`src/rtl/alu_pkg.sv`:
```
// -----------------------------------------------------------------------------
// alu_pkg
// Shared definitions for the ALU result buffer slice.
//   - UNIT_* : 2-bit source tags attached to every buffered result
//   - DATA_WIDTH_DEF : default result width of the execution units
//   - UNIT_ID_W : width of the source tag
// -----------------------------------------------------------------------------
package alu_pkg;

    localparam int DATA_WIDTH_DEF = 17;
    localparam int UNIT_ID_W      = 2;

    localparam logic [UNIT_ID_W-1:0] UNIT_ARITH = 2'b00;
    localparam logic [UNIT_ID_W-1:0] UNIT_LOGIC = 2'b01;
    localparam logic [UNIT_ID_W-1:0] UNIT_CMP   = 2'b10;
    localparam logic [UNIT_ID_W-1:0] UNIT_SHIFT = 2'b11;

endpackage

```
`src/rtl/sync_fifo_fwft.sv`:
```
// -----------------------------------------------------------------------------
// sync_fifo_fwft
// First-word-fall-through synchronous FIFO. The head entry is always visible
// on rdata_o (no read latency); pop_i retires it at the next rising edge.
// Ports:
//   clk_i, rst_i     : clock, synchronous active-high reset (clears pointers
//                      and count, storage contents are left as-is)
//   push_i, wdata_i  : write request and data
//   pop_i            : retire the head entry
//   rdata_o          : head entry (undefined content when empty)
//   count_o          : number of stored entries, 0..DEPTH
//   full_o, empty_o  : count == DEPTH / count == 0
// A push while full is only honoured when a pop happens in the same cycle;
// a pop while empty is ignored.
// -----------------------------------------------------------------------------
module sync_fifo_fwft #(
    parameter int WIDTH      = 19,
    parameter int DEPTH      = 4,
    parameter int ADDR_WIDTH = 2
) (
    input  logic                  clk_i,
    input  logic                  rst_i,
    input  logic                  push_i,
    input  logic [WIDTH-1:0]      wdata_i,
    input  logic                  pop_i,
    output logic [WIDTH-1:0]      rdata_o,
    output logic [ADDR_WIDTH:0]   count_o,
    output logic                  full_o,
    output logic                  empty_o
);

    localparam logic [ADDR_WIDTH:0] FULL_COUNT = (ADDR_WIDTH+1)'(DEPTH);

    logic [WIDTH-1:0]      mem_q [DEPTH];
    logic [ADDR_WIDTH-1:0] wr_ptr_q, wr_ptr_d;
    logic [ADDR_WIDTH-1:0] rd_ptr_q, rd_ptr_d;
    logic [ADDR_WIDTH:0]   count_q,  count_d;
    logic                  push_ok;
    logic                  pop_ok;

    assign full_o  = (count_q == FULL_COUNT);
    assign empty_o = (count_q == '0);
    assign count_o = count_q;
    assign rdata_o = mem_q[rd_ptr_q];

    assign pop_ok  = pop_i && !empty_o;
    assign push_ok = push_i && (!full_o || pop_ok);

    always_comb begin
        wr_ptr_d = wr_ptr_q;
        rd_ptr_d = rd_ptr_q;
        count_d  = count_q;
        // Pointers are ADDR_WIDTH wide, so the increment wraps modulo DEPTH.
        if (push_ok) wr_ptr_d = wr_ptr_q + 1'b1;
        if (pop_ok)  rd_ptr_d = rd_ptr_q + 1'b1;
        case ({push_ok, pop_ok})
            2'b10:   count_d = count_q + 1'b1;
            2'b01:   count_d = count_q - 1'b1;
            default: count_d = count_q;
        endcase
    end

    always_ff @(posedge clk_i) begin
        if (rst_i) begin
            wr_ptr_q <= '0;
            rd_ptr_q <= '0;
            count_q  <= '0;
        end else begin
            wr_ptr_q <= wr_ptr_d;
            rd_ptr_q <= rd_ptr_d;
            count_q  <= count_d;
        end
    end

    // Storage is not reset; a push in the reset cycle is discarded anyway.
    always_ff @(posedge clk_i) begin
        if (push_ok && !rst_i) begin
            mem_q[wr_ptr_q] <= wdata_i;
        end
    end

endmodule

```
`src/rtl/alu_result_buffer.sv`:
```
// -----------------------------------------------------------------------------
// alu_result_buffer
// Collects the registered result of whichever ALU unit (arith, logic, compare,
// shift) flags valid this cycle, tags it with a unit ID and queues it in a
// FWFT FIFO drained through a valid/ready handshake.
// Ports:
//   CLK, RST                 : clock, synchronous active-high reset
//   <Unit>_OUT, <Unit>_Flag  : unit result and its valid flag
//   OUT_READY                : consumer accepts the head entry
//   ALU_OUT, Unit_ID         : head entry data/source (0 / 00 when empty)
//   OUT_VALID                : FIFO non-empty
//   FIFO_FULL, Count         : occupancy
//   Overflow_Err             : sticky, a result was dropped because full
//   Multi_Flag_Err           : sticky, several unit flags were high at once
//
// Handshake: an entry transfers on a rising edge where OUT_VALID && OUT_READY.
// OUT_VALID and the head data depend only on registered state, never on
// OUT_READY, and the head holds unchanged while OUT_VALID is high and
// OUT_READY is low.
// -----------------------------------------------------------------------------
module alu_result_buffer
    import alu_pkg::*;
#(
    parameter int DATA_WIDTH = DATA_WIDTH_DEF,
    parameter int DEPTH      = 4,
    parameter int ADDR_WIDTH = 2
) (
    input  logic                  CLK,
    input  logic                  RST,
    input  logic [DATA_WIDTH-1:0] Arith_OUT,
    input  logic                  Arith_Flag,
    input  logic [DATA_WIDTH-1:0] Logic_OUT,
    input  logic                  Logic_Flag,
    input  logic [DATA_WIDTH-1:0] CMP_OUT,
    input  logic                  CMP_Flag,
    input  logic [DATA_WIDTH-1:0] Shift_OUT,
    input  logic                  Shift_Flag,
    input  logic                  OUT_READY,
    output logic [DATA_WIDTH-1:0] ALU_OUT,
    output logic [1:0]            Unit_ID,
    output logic                  OUT_VALID,
    output logic                  FIFO_FULL,
    output logic [ADDR_WIDTH:0]   Count,
    output logic                  Overflow_Err,
    output logic                  Multi_Flag_Err
);

    localparam int ENTRY_W = DATA_WIDTH + UNIT_ID_W;

    logic [DATA_WIDTH-1:0] sel_data;
    logic [UNIT_ID_W-1:0]  sel_id;
    logic                  push_req;
    logic                  multi_flag;
    logic                  push;
    logic                  pop;
    logic                  drop;
    logic                  fifo_full;
    logic                  fifo_empty;
    logic [ENTRY_W-1:0]    head;
    logic                  overflow_err_q, overflow_err_d;
    logic                  multi_flag_err_q, multi_flag_err_d;

    // Fixed priority Arith > Logic > CMP > Shift.
    always_comb begin
        sel_data = '0;
        sel_id   = UNIT_ARITH;
        if (Arith_Flag) begin
            sel_data = Arith_OUT;
            sel_id   = UNIT_ARITH;
        end else if (Logic_Flag) begin
            sel_data = Logic_OUT;
            sel_id   = UNIT_LOGIC;
        end else if (CMP_Flag) begin
            sel_data = CMP_OUT;
            sel_id   = UNIT_CMP;
        end else if (Shift_Flag) begin
            sel_data = Shift_OUT;
            sel_id   = UNIT_SHIFT;
        end
    end

    assign push_req   = Arith_Flag | Logic_Flag | CMP_Flag | Shift_Flag;
    // Any pair of flags high together.
    assign multi_flag = (Arith_Flag & (Logic_Flag | CMP_Flag | Shift_Flag)) |
                        (Logic_Flag & (CMP_Flag | Shift_Flag)) |
                        (CMP_Flag & Shift_Flag);

    assign pop  = OUT_VALID && OUT_READY;
    // Full FIFO still accepts when the head leaves in the same cycle.
    assign push = push_req && (!fifo_full || pop);
    assign drop = push_req && fifo_full && !pop;

    sync_fifo_fwft #(
        .WIDTH      (ENTRY_W),
        .DEPTH      (DEPTH),
        .ADDR_WIDTH (ADDR_WIDTH)
    ) u_fifo (
        .clk_i   (CLK),
        .rst_i   (RST),
        .push_i  (push),
        .wdata_i ({sel_id, sel_data}),
        .pop_i   (pop),
        .rdata_o (head),
        .count_o (Count),
        .full_o  (fifo_full),
        .empty_o (fifo_empty)
    );

    always_comb begin
        overflow_err_d   = overflow_err_q | drop;
        multi_flag_err_d = multi_flag_err_q | multi_flag;
    end

    always_ff @(posedge CLK) begin
        if (RST) begin
            overflow_err_q   <= 1'b0;
            multi_flag_err_q <= 1'b0;
        end else begin
            overflow_err_q   <= overflow_err_d;
            multi_flag_err_q <= multi_flag_err_d;
        end
    end

    // Empty FIFO presents zeros rather than stale storage.
    assign OUT_VALID      = !fifo_empty;
    assign FIFO_FULL      = fifo_full;
    assign ALU_OUT        = fifo_empty ? '0 : head[DATA_WIDTH-1:0];
    assign Unit_ID        = fifo_empty ? UNIT_ARITH : head[ENTRY_W-1:DATA_WIDTH];
    assign Overflow_Err   = overflow_err_q;
    assign Multi_Flag_Err = multi_flag_err_q;

endmodule

```
`config.mk`:
```
export PLATFORM = sky130hd
export DESIGN_NAME = alu_result_buffer
export DESIGN_NICKNAME = d
export VERILOG_FILES = /design/src/rtl/alu_pkg.sv /design/src/rtl/sync_fifo_fwft.sv /design/src/rtl/alu_result_buffer.sv
export SDC_FILE = /design/constraint.sdc
export NUM_CORES = 1
export LEC_CHECK = 0
export ABC_CLOCK_PERIOD_IN_PS = 2520
export BUFFER_PORTS_ARGS = -buffer_cell sky130_fd_sc_hd__buf_2
export CELL_PAD_IN_SITES_DETAIL_PLACEMENT = 1
export CELL_PAD_IN_SITES_GLOBAL_PLACEMENT = 2
export CORE_UTILIZATION = 33
export DETAILED_ROUTE_END_ITERATION = 8
export GPL_TIMING_DRIVEN = 0
export PLACE_DENSITY_LB_ADDON = 0.08
export SYNTH_ARGS = -nofsm -noshare
export SYNTH_HDL_FRONTEND = slang
export SYNTH_HIERARCHICAL = 1
export SYNTH_SLANG_ARGS = --single-unit
```
`constraint.sdc`:
```
create_clock -name CLK -period 2.52 [get_ports CLK]
set_clock_uncertainty 0.1 [all_clocks]
set_input_delay 0.252 -clock CLK [delete_from_list [all_inputs] [get_ports CLK]]
set_output_delay 0.252 -clock CLK [all_outputs]
set_load 0.01 [all_outputs]
```
After elaboration in Yosys (flattened, before gate mapping):

Memories as Yosys holds them, arrays and structs flattened. A register that Yosys moved wholly into a read port is not among the register bits.
Index checks and enable logic that the tools add are counted.
Widths: inputs -> output; s select.

* equal/unequal tests: 3
* $add $sub $neg: 4
* bitwise gates (word level): 13
* reduce and logical (&&, ||, !) cells: 15
* muxes and demuxes: 15

Operators by type and width (number)
* $mux 17: 5
* $mux 2: 7
* $or 1x1->1: 10
* $logic_and 1x1->1: 7
* $pmux 3 s2: 1
* $add 2x1->2 const B: 2
* $logic_not 1->1: 4
* $add 3x1->3 const B: 1
* $and 1x1->1: 3
* $eq 3x3->1 const B: 1
* $logic_not 3->1: 1
* $sub 3x1->3 const B: 1
* $eq 2x1->1 const B: 1
* $eq 2x2->1 const B: 1
* $logic_or 1x1->1: 2
* $mux 1: 2
* $reduce_bool 2->1: 1

* input bits: 75
* RAM bits: 76
* output and inout port bits: 26
* logic and storage cells: 56
* register bits after elaboration: 9
* memories kept: 1

Memory list
* u_fifo.mem_q: depth 4, width 19, rd ports 1, clocked after Yosys merged registers in 1, wr ports 1, RTL line sync_fifo_fwft.sv:34 `logic [WIDTH-1:0] mem_q [DEPTH];`

Longest topological paths before layout:

Gate-level depths: netlist of run 1.

* depth in word-level cells: 9
* depth in mapped cells: 13
* depth with buffers taken out: 11

Cells and area by module:

Netlist of run 1, hierarchy kept.

Modules (own cells, without submodules)
* sync_fifo_fwft: seq. area each 2462.4 sq um, area an instance 3299.4 sq um, instances 1, cells an instance 165
* alu_result_buffer: seq. area each 40.0 sq um, area an instance 883.3 sq um, instances 1, cells an instance 121

Least setup slack after synthesis of run 1:

No wires, ideal clock.

* kind: flip-flop to flip-flop
* start point: reg u_fifo.count_q[1], in the netlist u_fifo/count_o[1]
* end point: mem u_fifo.mem_q[0][0] (enable)
* path slack: -35 ps
* library setup time: 377 ps
* period minus slack after synthesis: 2555 ps
* stages on the path, launching flop included: 10
* required time: 2043 ps
* arrival: 2078 ps
* path through: dfxtp_1 > clkbuf_2 > or3_4 > inv_1 > nand2b_1 > a21boi_0 > buf_2 > o41ai_4 > nor2_1 > and2_1

* word-level cells in the longest chain between the ends: 9

Ends and longest elaborated chain
* start, declared: RTL line sync_fifo_fwft.sv:37 `logic [ADDR_WIDTH:0] count_q, count_d;`
* start signal, assigned: RTL line sync_fifo_fwft.sv:71 `count_q <= count_d;`
* $logic_not 3->1: RTL line sync_fifo_fwft.sv:42 `assign empty_o = (count_q == '0);`
* via fifo_empty: RTL line alu_result_buffer.sv:58 `logic fifo_empty;`
* $logic_not 1->1: RTL line alu_result_buffer.sv:125 `assign OUT_VALID = !fifo_empty;`
* $logic_and 1x1->1: RTL line alu_result_buffer.sv:88 `assign pop = OUT_VALID && OUT_READY;`
* $logic_or 1x1->1: RTL line alu_result_buffer.sv:90 `assign push = push_req && (!fifo_full || pop);`
* $logic_and 1x1->1: RTL line alu_result_buffer.sv:90
* via push: RTL line alu_result_buffer.sv:54 `logic push;`
* $logic_and 1x1->1: RTL line sync_fifo_fwft.sv:47 `assign push_ok = push_i && (!full_o || pop_ok);`
* $logic_and 1x1->1: RTL line sync_fifo_fwft.sv:77 `if (push_ok && !rst_i) begin`
* $mux 1: RTL line sync_fifo_fwft.sv:77
* $mux 1 (not written as such): RTL line sync_fifo_fwft.sv:78 `mem_q[wr_ptr_q] <= wdata_i;`
* end, declared: RTL line sync_fifo_fwft.sv:34

The timed path passes the listed nets, and every way through them passes these cells.

Final worst setup path of run 1:

* start point: reg u_fifo.count_q[1], in the netlist u_fifo/count_o[1]
* end point: mem u_fifo.mem_q[1][14] (enable)

* word-level cells in the longest chain between the ends: 9

Ends and longest elaborated chain
* $logic_not 3->1 *: RTL line sync_fifo_fwft.sv:42
* via fifo_empty: RTL line alu_result_buffer.sv:58
* $logic_not 1->1 *: RTL line alu_result_buffer.sv:125
* $logic_and 1x1->1 *: RTL line alu_result_buffer.sv:88
* via pop: RTL line alu_result_buffer.sv:55 `logic pop;`
* $logic_or 1x1->1 or $logic_and 1x1->1 (tied branches): RTL line alu_result_buffer.sv:90, sync_fifo_fwft.sv:46
* $logic_and 1x1->1 or $logic_or 1x1->1 (tied branches): RTL line alu_result_buffer.sv:90, sync_fifo_fwft.sv:47
* $logic_and 1x1->1 *: RTL line sync_fifo_fwft.sv:47
* $logic_and 1x1->1 *: RTL line sync_fifo_fwft.sv:77
* $mux 1 *: RTL line sync_fifo_fwft.sv:77
* $mux 1 (not written as such) *: RTL line sync_fifo_fwft.sv:78

The timed path passes the listed nets; every way through them passes the cells marked *.

==> key figures, run 1 <==
Finish
  – Fillcell total: 1295
  – Final Cell Area: 5350 sq um
  – Nets: 486
  – Share of cells above drive strength 1: 0.472
  – Non-Filler Instances: approximately 580
  – Area delta synth->final: 27.8%
  – Finished Core Util: 0.440
  – Inserted Diodes: 0

Pwr
  – Net switching power: 1.55 mW
  – Internal power: about 3.4 mW
  – Sw Ratio: 0.315
  – Sequential share of power: 0.399
  – Power Dens Cells: between 900 and 1000 nW/um^2
  – Peak supply drop: a little under 0.0004 V
  – Logic pwr share: 0.333
  – Clock Power Share: 0.268
  – LEAKAGE: about 2.0 nW

Hold path
  – Hold Path Sink: u_fifo/mem_q[1][9]
  – Hold Path Class: in2reg
  – Hold wc startpoint: Arith_OUT[9]
  – Hold depth: 3

Logic synthesis
  – Number of library cell types mapped by synthesis: between 40 and 50
  – Number of synthesized register bits: 87
  – Net count after synthesis: between 300 and 400
  – Post-synth top cells: 76 x edfxtp_1, 37 x nor2b_1, 22 x nand2_1
  – Yosys Warn Count: 6
  – Mean post-synth cell area: approximately 15 sq um
  – Count leader, synth: edfxtp_1
  – Post-synth top flop: edfxtp_1
  – Mapped Area: about 4200 sq um
  – Cells after Synth: ~290
  – Post-synth top area cell: edfxtp_1
  – Post-synth EDFFs: 76
  – Top post-synthesis cells by area: edfxtp_1 55%, mux4_2 10%, nor2b_1 5.5%
  – FFs w/ async S/R, synth: 0
  – Proportion of netlist area held by the largest area contributor: 0.546
  – Seq/Total Area, Yosys: 0.598

STA
  – RSZ-0062 raised after global routing: yes
  – Final min period: 2460 ps
  – Max Fclk: ~400 MHz
  – Max transition margin: 0.483
  – Slew Viols, Final: 0
  – Final setup vio count: 0
  – Worst-margin pin slew: between 700 and 800 ps
  – Hold Vio Cnt, Final: 0
  – Period utilisation layout: 0.976

Clocking
  – CTS max path bufs: 2
  – CTS Buf Count: 9
  – Clock-pin slew on the worst setup and hold paths: 70 ps
  – CTS H-tree lvls: 3
  – Clk_lat worst skew: 340 ps
  – CTS root buf: clkbuf_16
  – Clock sink count: 87
  – CTS tree: yes

Worst setup path
  – Setup CP Type: reg2reg
  – RR Startpoint: u_fifo/count_o[1]
  – Worst Setup Start Kind: register
  – CP cell instances: or3_4 -> inv_4 -> nand2b_4 -> inv_1 -> buf_4 -> o41ai_4 -> nor2_2 -> and2_4 -> buf_12
  – Crit end category: register
  – Critical path's largest stage delay: about 430 ps
  – Worst r2r dst: u_fifo/mem_q[1][14]
  – Critical path's slowest cell: or3_4
  – Crit Path Max Fanout: 14
  – CP arrival: between 2000 and 2500 ps
  – Required @ worst endpoint: 2520 ps
  – Flop2flop setup slack: about 60 ps
  – Worst R2R Path Depth: 9

Place
  – DP Area: between 4000 and 5000 sq um
  – Post-detail-place hpwl: 7390 um
  – Cell total after placement: between 500 and 600
  – GP Congestion: roughly 0.73
  – Number of port buffers: 100

Die
  – Die Y-Extent: about 110 um
  – Die area: roughly 13000 sq um
  – Initial Util: 0.344
  – I/O Pins: 101
  – Rows: 40
  – Core area: roughly 12000 sq um
  – DIE WIDTH: 115 um

Route
  – DRC viols: 0
  – Initial DRC count: approximately 150
  – Final WL: 10500 um
  – TritonRoute pass-1 iters: 4
  – Drt wl/cell: ~18 um
  – Final ANT Viol Nets: 0
  – Vias post-DR: 2788
  – Vias/cell: 4.82

Global route
  – GRT overflow: 0
  – Overall Global Routing Usage: 0.169
  – Initial antenna violation count: 0
  – Global-route wire length before repair: 15900 um
  – Pin count of the biggest net entering global routing: 20
  – Vias in the first global route: just under 3000

Run status
  – Status: complete, no violations

Flow run
  – Max_cap viols: 0
-- routing by layer --
layer / part of all wire / up-vias / global-route usage
li1: - / 1333 / -
met4: 0.013 / 0 / 0.0545
met5: 0 / - / 0
met2: 0.45 / 82 / 0.262
met1: 0.48 / 1364 / 0.227
met3: 0.054 / 9 / 0.0498
-- registers in the layout, indices dropped and copies added (netlist names), named ones only --
register / cells
Multi_Flag_Err: 1
Overflow_Err: 1
u_fifo/count_o: 3
u_fifo/mem_q: 76
u_fifo/rd_ptr_q: 2
u_fifo/wr_ptr_q: 2
-- worst max-delay path, delay by kind of cell, from the launching register on --
family | cells | cell delay (ps)
buffers and inverters | 4 | 450
and+or+nand+nor | 4 | 890
AOI/OAI and AO/OA | 1 | 370
DFF | 1 | 390
-- cell families (layout without fill, tap and decap cells) --
kind of cell             after synthesis  in the layout  share of synthesized area
buffers and inverters                 31            155                     0.0392
flip-flops                            87             87                      0.598
adder cells (fa/ha/maj)                5              5                     0.0168
AND/OR/NAND/NOR                       88             89                      0.111
multiplexers                          20             20                      0.105
AO/OA/AOI/OAI                         50             50                      0.119
XOR/XNOR                               5              5                     0.0105
-- stage by stage --
| step | TNS (ps) | hold slack (ps) | worst slack [ps] | power (mW) |
|---|---|---|---|---|
| 5_1_grt | -198 | 160 | -48.2 | 5.20 |
| 4_1_cts | 0 | 135 | 10.9 | 4.91 |
| 3_5_place_dp | -23220 | 351 | -315 | 3.53 |
| 3_3_place_gp | -22130 | 343 | -292 | 3.49 |
| 2_1_floorplan | 0 | 224 | 6.11 | 2.95 |
| 6_report | 0 | 149 | 60.0 | 4.92 |
-- area by class of cell --
| type | instances | area, sq um | share of cell area |
|---|---|---|---|
| flip-flops and latches | 87 | 2510 | 0.469 |
| multi-input cells | 169 | 1560 | 0.292 |
| repair buffers | 109 | 608 | 0.114 |
| clock buffers | 9 | 225 | 0.0421 |
| well taps | 168 | 210 | 0.0393 |
| plain buffers | 21 | 128 | 0.0239 |
| clock inverters | 7 | 70.1 | 0.0131 |
| inverters | 9 | 36.3 | 0.00679 |
-- what timing repair did --
action                                 4_1_cts  5_1_grt
setup endpoints to repair                   98       77
buffers inserted                             1        7
endpoints found under the hold margin        2        0
resized for setup                           12        5
hold buffers                                 1        0
cloned                                       0        1
pin swaps                                    0        4
-- cell usage in the layout, fill, tap and decap left out, drive strengths merged, types with 2 or more instances in the layout --
cell,count
buf,123
edfxtp,76
nor2b,38
nand2,22
mux4,19
a221oi,17
o31ai,16
clkbuf,15
nor2,13
dfxtp,11
inv,11
a21oi,5
and2,5
ha,4
o21ai,3
clkinv,3
nand3,3
xnor2,3
a31oi,2
a211o,2
xor2,2
nand2b,2
nor3,2
or3,2
-- power groups by stage --
stage	logic, mW	registers [mW]	clock network (mW)
after global routing	1.81	1.98	1.41
after floorplan	1.01	1.94	0
final	1.64	1.96	1.32
after detailed placement	1.57	1.96	0
after CTS	1.59	1.96	1.35
after global placement	1.54	1.95	0
-- worst max path at each step --
stage / startpoint / endpoint / slack (ps) / cells after the start
after floorplan: u_fifo/count_o[1] / u_fifo/count_o[2] / 6 / 13
after global placement: u_fifo/count_o[0] / u_fifo/mem_q[1][10] / -290 / 8
after detailed placement: u_fifo/count_o[0] / u_fifo/mem_q[0][10] / -310 / 8
after CTS: u_fifo/count_o[1] / u_fifo/count_o[2] / 10 / 12
after global routing: u_fifo/count_o[1] / u_fifo/count_o[2] / -50 / 11
final: u_fifo/count_o[1] / u_fifo/mem_q[1][14] / 60 / 9
(Power assumes the default switching activity.)
==> run 2, diff against run 1 <==
--- a/config.mk
+++ b/config.mk
@@ -6,13 +6,14 @@
 export NUM_CORES = 1
 export LEC_CHECK = 0
 export ABC_CLOCK_PERIOD_IN_PS = 2520
-export BUFFER_PORTS_ARGS = -buffer_cell sky130_fd_sc_hd__buf_2
+export BUFFER_PORTS_ARGS = -buffer_cell sky130_fd_sc_hd__buf_4
 export CELL_PAD_IN_SITES_DETAIL_PLACEMENT = 1
 export CELL_PAD_IN_SITES_GLOBAL_PLACEMENT = 2
 export CORE_UTILIZATION = 33
 export DETAILED_ROUTE_END_ITERATION = 8
 export GPL_TIMING_DRIVEN = 0
 export PLACE_DENSITY_LB_ADDON = 0.08
+export SKIP_LAST_GASP = 1
 export SYNTH_ARGS = -nofsm -noshare
 export SYNTH_HDL_FRONTEND = slang
 export SYNTH_HIERARCHICAL = 1
==> run 2 against run 1 <==
- design area increased by 5.5%
- sequential share of layout area is 2.4 points lower
- worst setup slack better by 60 ps
- count of clock-buffer cells in the layout did not move
- largest cell class unchanged
- flip-flop and latch count did not move
- fmax up 2.5%
- die area is the same
- final cell count rose by 0.52%
- worst hold slack improved by 2.2 ps
- wire length increased by 2.2%
- non-clock buffer count rose by 4
- critical path depth stayed put
- largest power group unchanged
==> key figures, run 2 (synthesis results as in run 1) <==
Run status
  – Status: complete, no violations

Place
  – Setup WS pre-CTS: -321 ps
  – Cell total after placement: 554
  – Number of port buffers: 100
  – DP Area: a little over 5000 sq um
  – GP Congestion: ~0.75
  – Post-detail-place hpwl: between 7000 and 8000 um

Finish
  – Most common library cell in the layout ignoring fill and taps: buf_4
  – Fillcell total: approximately 1300
  – Most flops, register: u_fifo/mem_q
  – Sequential cell area: approximately 2500 sq um
  – Finished Core Util: 0.464
  – Footprint of the multi-input gates: 1550 sq um
  – Inserted Diodes: 0
  – Non-Filler Instances: about 580
  – Most frequent cells in the layout: 112 x buf_4, 76 x edfxtp_1, 36 x nor2b_1
  – Nets: between 400 and 500
  – Area delta synth->final: 34.8%
  – Max FFs per register: 76
  – Share of cells above drive strength 1: 0.476
  – Final Cell Area: 5640 sq um

Worst setup path
  – CP arrival: 2400 ps
  – Setup CP Type: reg2reg
  – Required @ worst endpoint: approximately 2500 ps
  – Worst Setup Start Kind: register
  – Crit end category: register
  – Crit Path Max Fanout: 11

STA
  – Period utilisation layout: 0.952
  – RSZ-0062 raised after global routing: yes
  – Post-route setup slack: 120 ps
  – Max transition margin: 0.510
  – Worst-margin pin slew: 729 ps
  – Final setup vio count: 0
  – Final min period: around 2400 ps
  – Slew Viols, Final: 0
  – Hold Vio Cnt, Final: 0
  – Max Fclk: about 420 MHz

Global route
  – Pin count of the biggest net entering global routing: 20
  – GRT overflow: 0
  – Overall Global Routing Usage: 0.166
  – Initial antenna violation count: 0
  – Vias in the first global route: a little under 3000
  – Global-route wire length before repair: roughly 16000 um

Die
  – Initial Util: 0.344
  – Die Y-Extent: between 100 and 150 um
  – Core area: around 12000 sq um
  – Die area: roughly 13000 sq um
  – Rows: 40
  – I/O Pins: 101
  – DIE WIDTH: about 110 um

Route
  – Final ANT Viol Nets: 0
  – Vias post-DR: roughly 2800
  – TritonRoute pass-1 iters: 4
  – Initial DRC count: 176
  – Drt wl/cell: approximately 18 um
  – Vias/cell: around 5
  – Final WL: between 10000 and 15000 um
  – DRC viols: 0

Clocking
  – CTS max path bufs: 2
  – CTS root buf: clkbuf_16
  – CTS H-tree lvls: 3
  – CTS tree: yes
  – CTS Buf Count: 9
  – Clock-pin slew on the worst setup and hold paths: 70 ps
  – Clk_lat worst skew: 340 ps
  – Clock sink count: 87

Flow run
  – Max_cap viols: 0

Pwr
  – LEAKAGE: approximately 2.1 nW
  – Power Dens Cells: about 900 nW/um^2
  – Peak supply drop: 0.000360 V
  – Design Power: 5.05 mW

Hold path
  – Hold Path Class: in2reg
[run 2: critical path: stages (launching register included)]
cell and delay (ps):
dfxtp_4 390, or3_4 400, inv_4 80, nand2b_4 120, inv_1 40, buf_4 170
o41ai_4 340, nor2_1 160, and2_4 210, buf_12 150
[run 2: timing repair]
| item | CTS | global route |
|---|---|---|
| gates resized for setup | 12 | 5 |
| pin swaps | 0 | 5 |
| hold buffers | 1 | 0 |
| endpoints found under the hold margin | 2 | 0 |
| setup buffers | 1 | 11 |
| setup endpoints to repair | 98 | 77 |
[run 2: cell type report]
class / count / area share
flip-flops and latches: 87 / 0.445
multi-input cells: 168 / 0.275
repair buffers: 113 / 0.164
clock buffers: 9 / 0.0399
well taps: 168 / 0.0373
plain buffers: 21 / 0.0226
clock inverters: 7 / 0.00976
inverters: 9 / 0.00643
[run 2: worst paths after layout]
kind	startpoint	endpoint	slack [ps]	cells after the start
hold / removal	Arith_OUT[9]	u_fifo/mem_q[0][9]	150	3
setup / recovery	u_fifo/count_o[1]	u_fifo/mem_q[0][17]	120	9
hold reg to reg	Multi_Flag_Err	Multi_Flag_Err	380	2
setup reg to reg	u_fifo/count_o[1]	u_fifo/mem_q[0][17]	120	9
[run 2: metrics by stage]
stage	hold WS, ps	setup TNS (ps)
2_1_floorplan	224	0
3_3_place_gp	332	-20490
3_5_place_dp	341	-23630
4_1_cts	144	0
5_1_grt	159	-11.1
6_report	151	0
[run 2: report_power, final]
part | switching [mW] | internal, mW
combinational | 0.921 | 0.953
sequential | 0.100 | 1.85
clock | 0.553 | 0.675
[run 2: routing by layer]
metal / vias to the layer above / GRT usage / wire [um]
li1: 1339 / - / -
met1: 1391 / 0.224 / 4910
met2: 92 / 0.263 / 4960
met3: 9 / 0.0487 / 712
met4: 0 / 0.0442 / 113
met5: - / 0 / 0
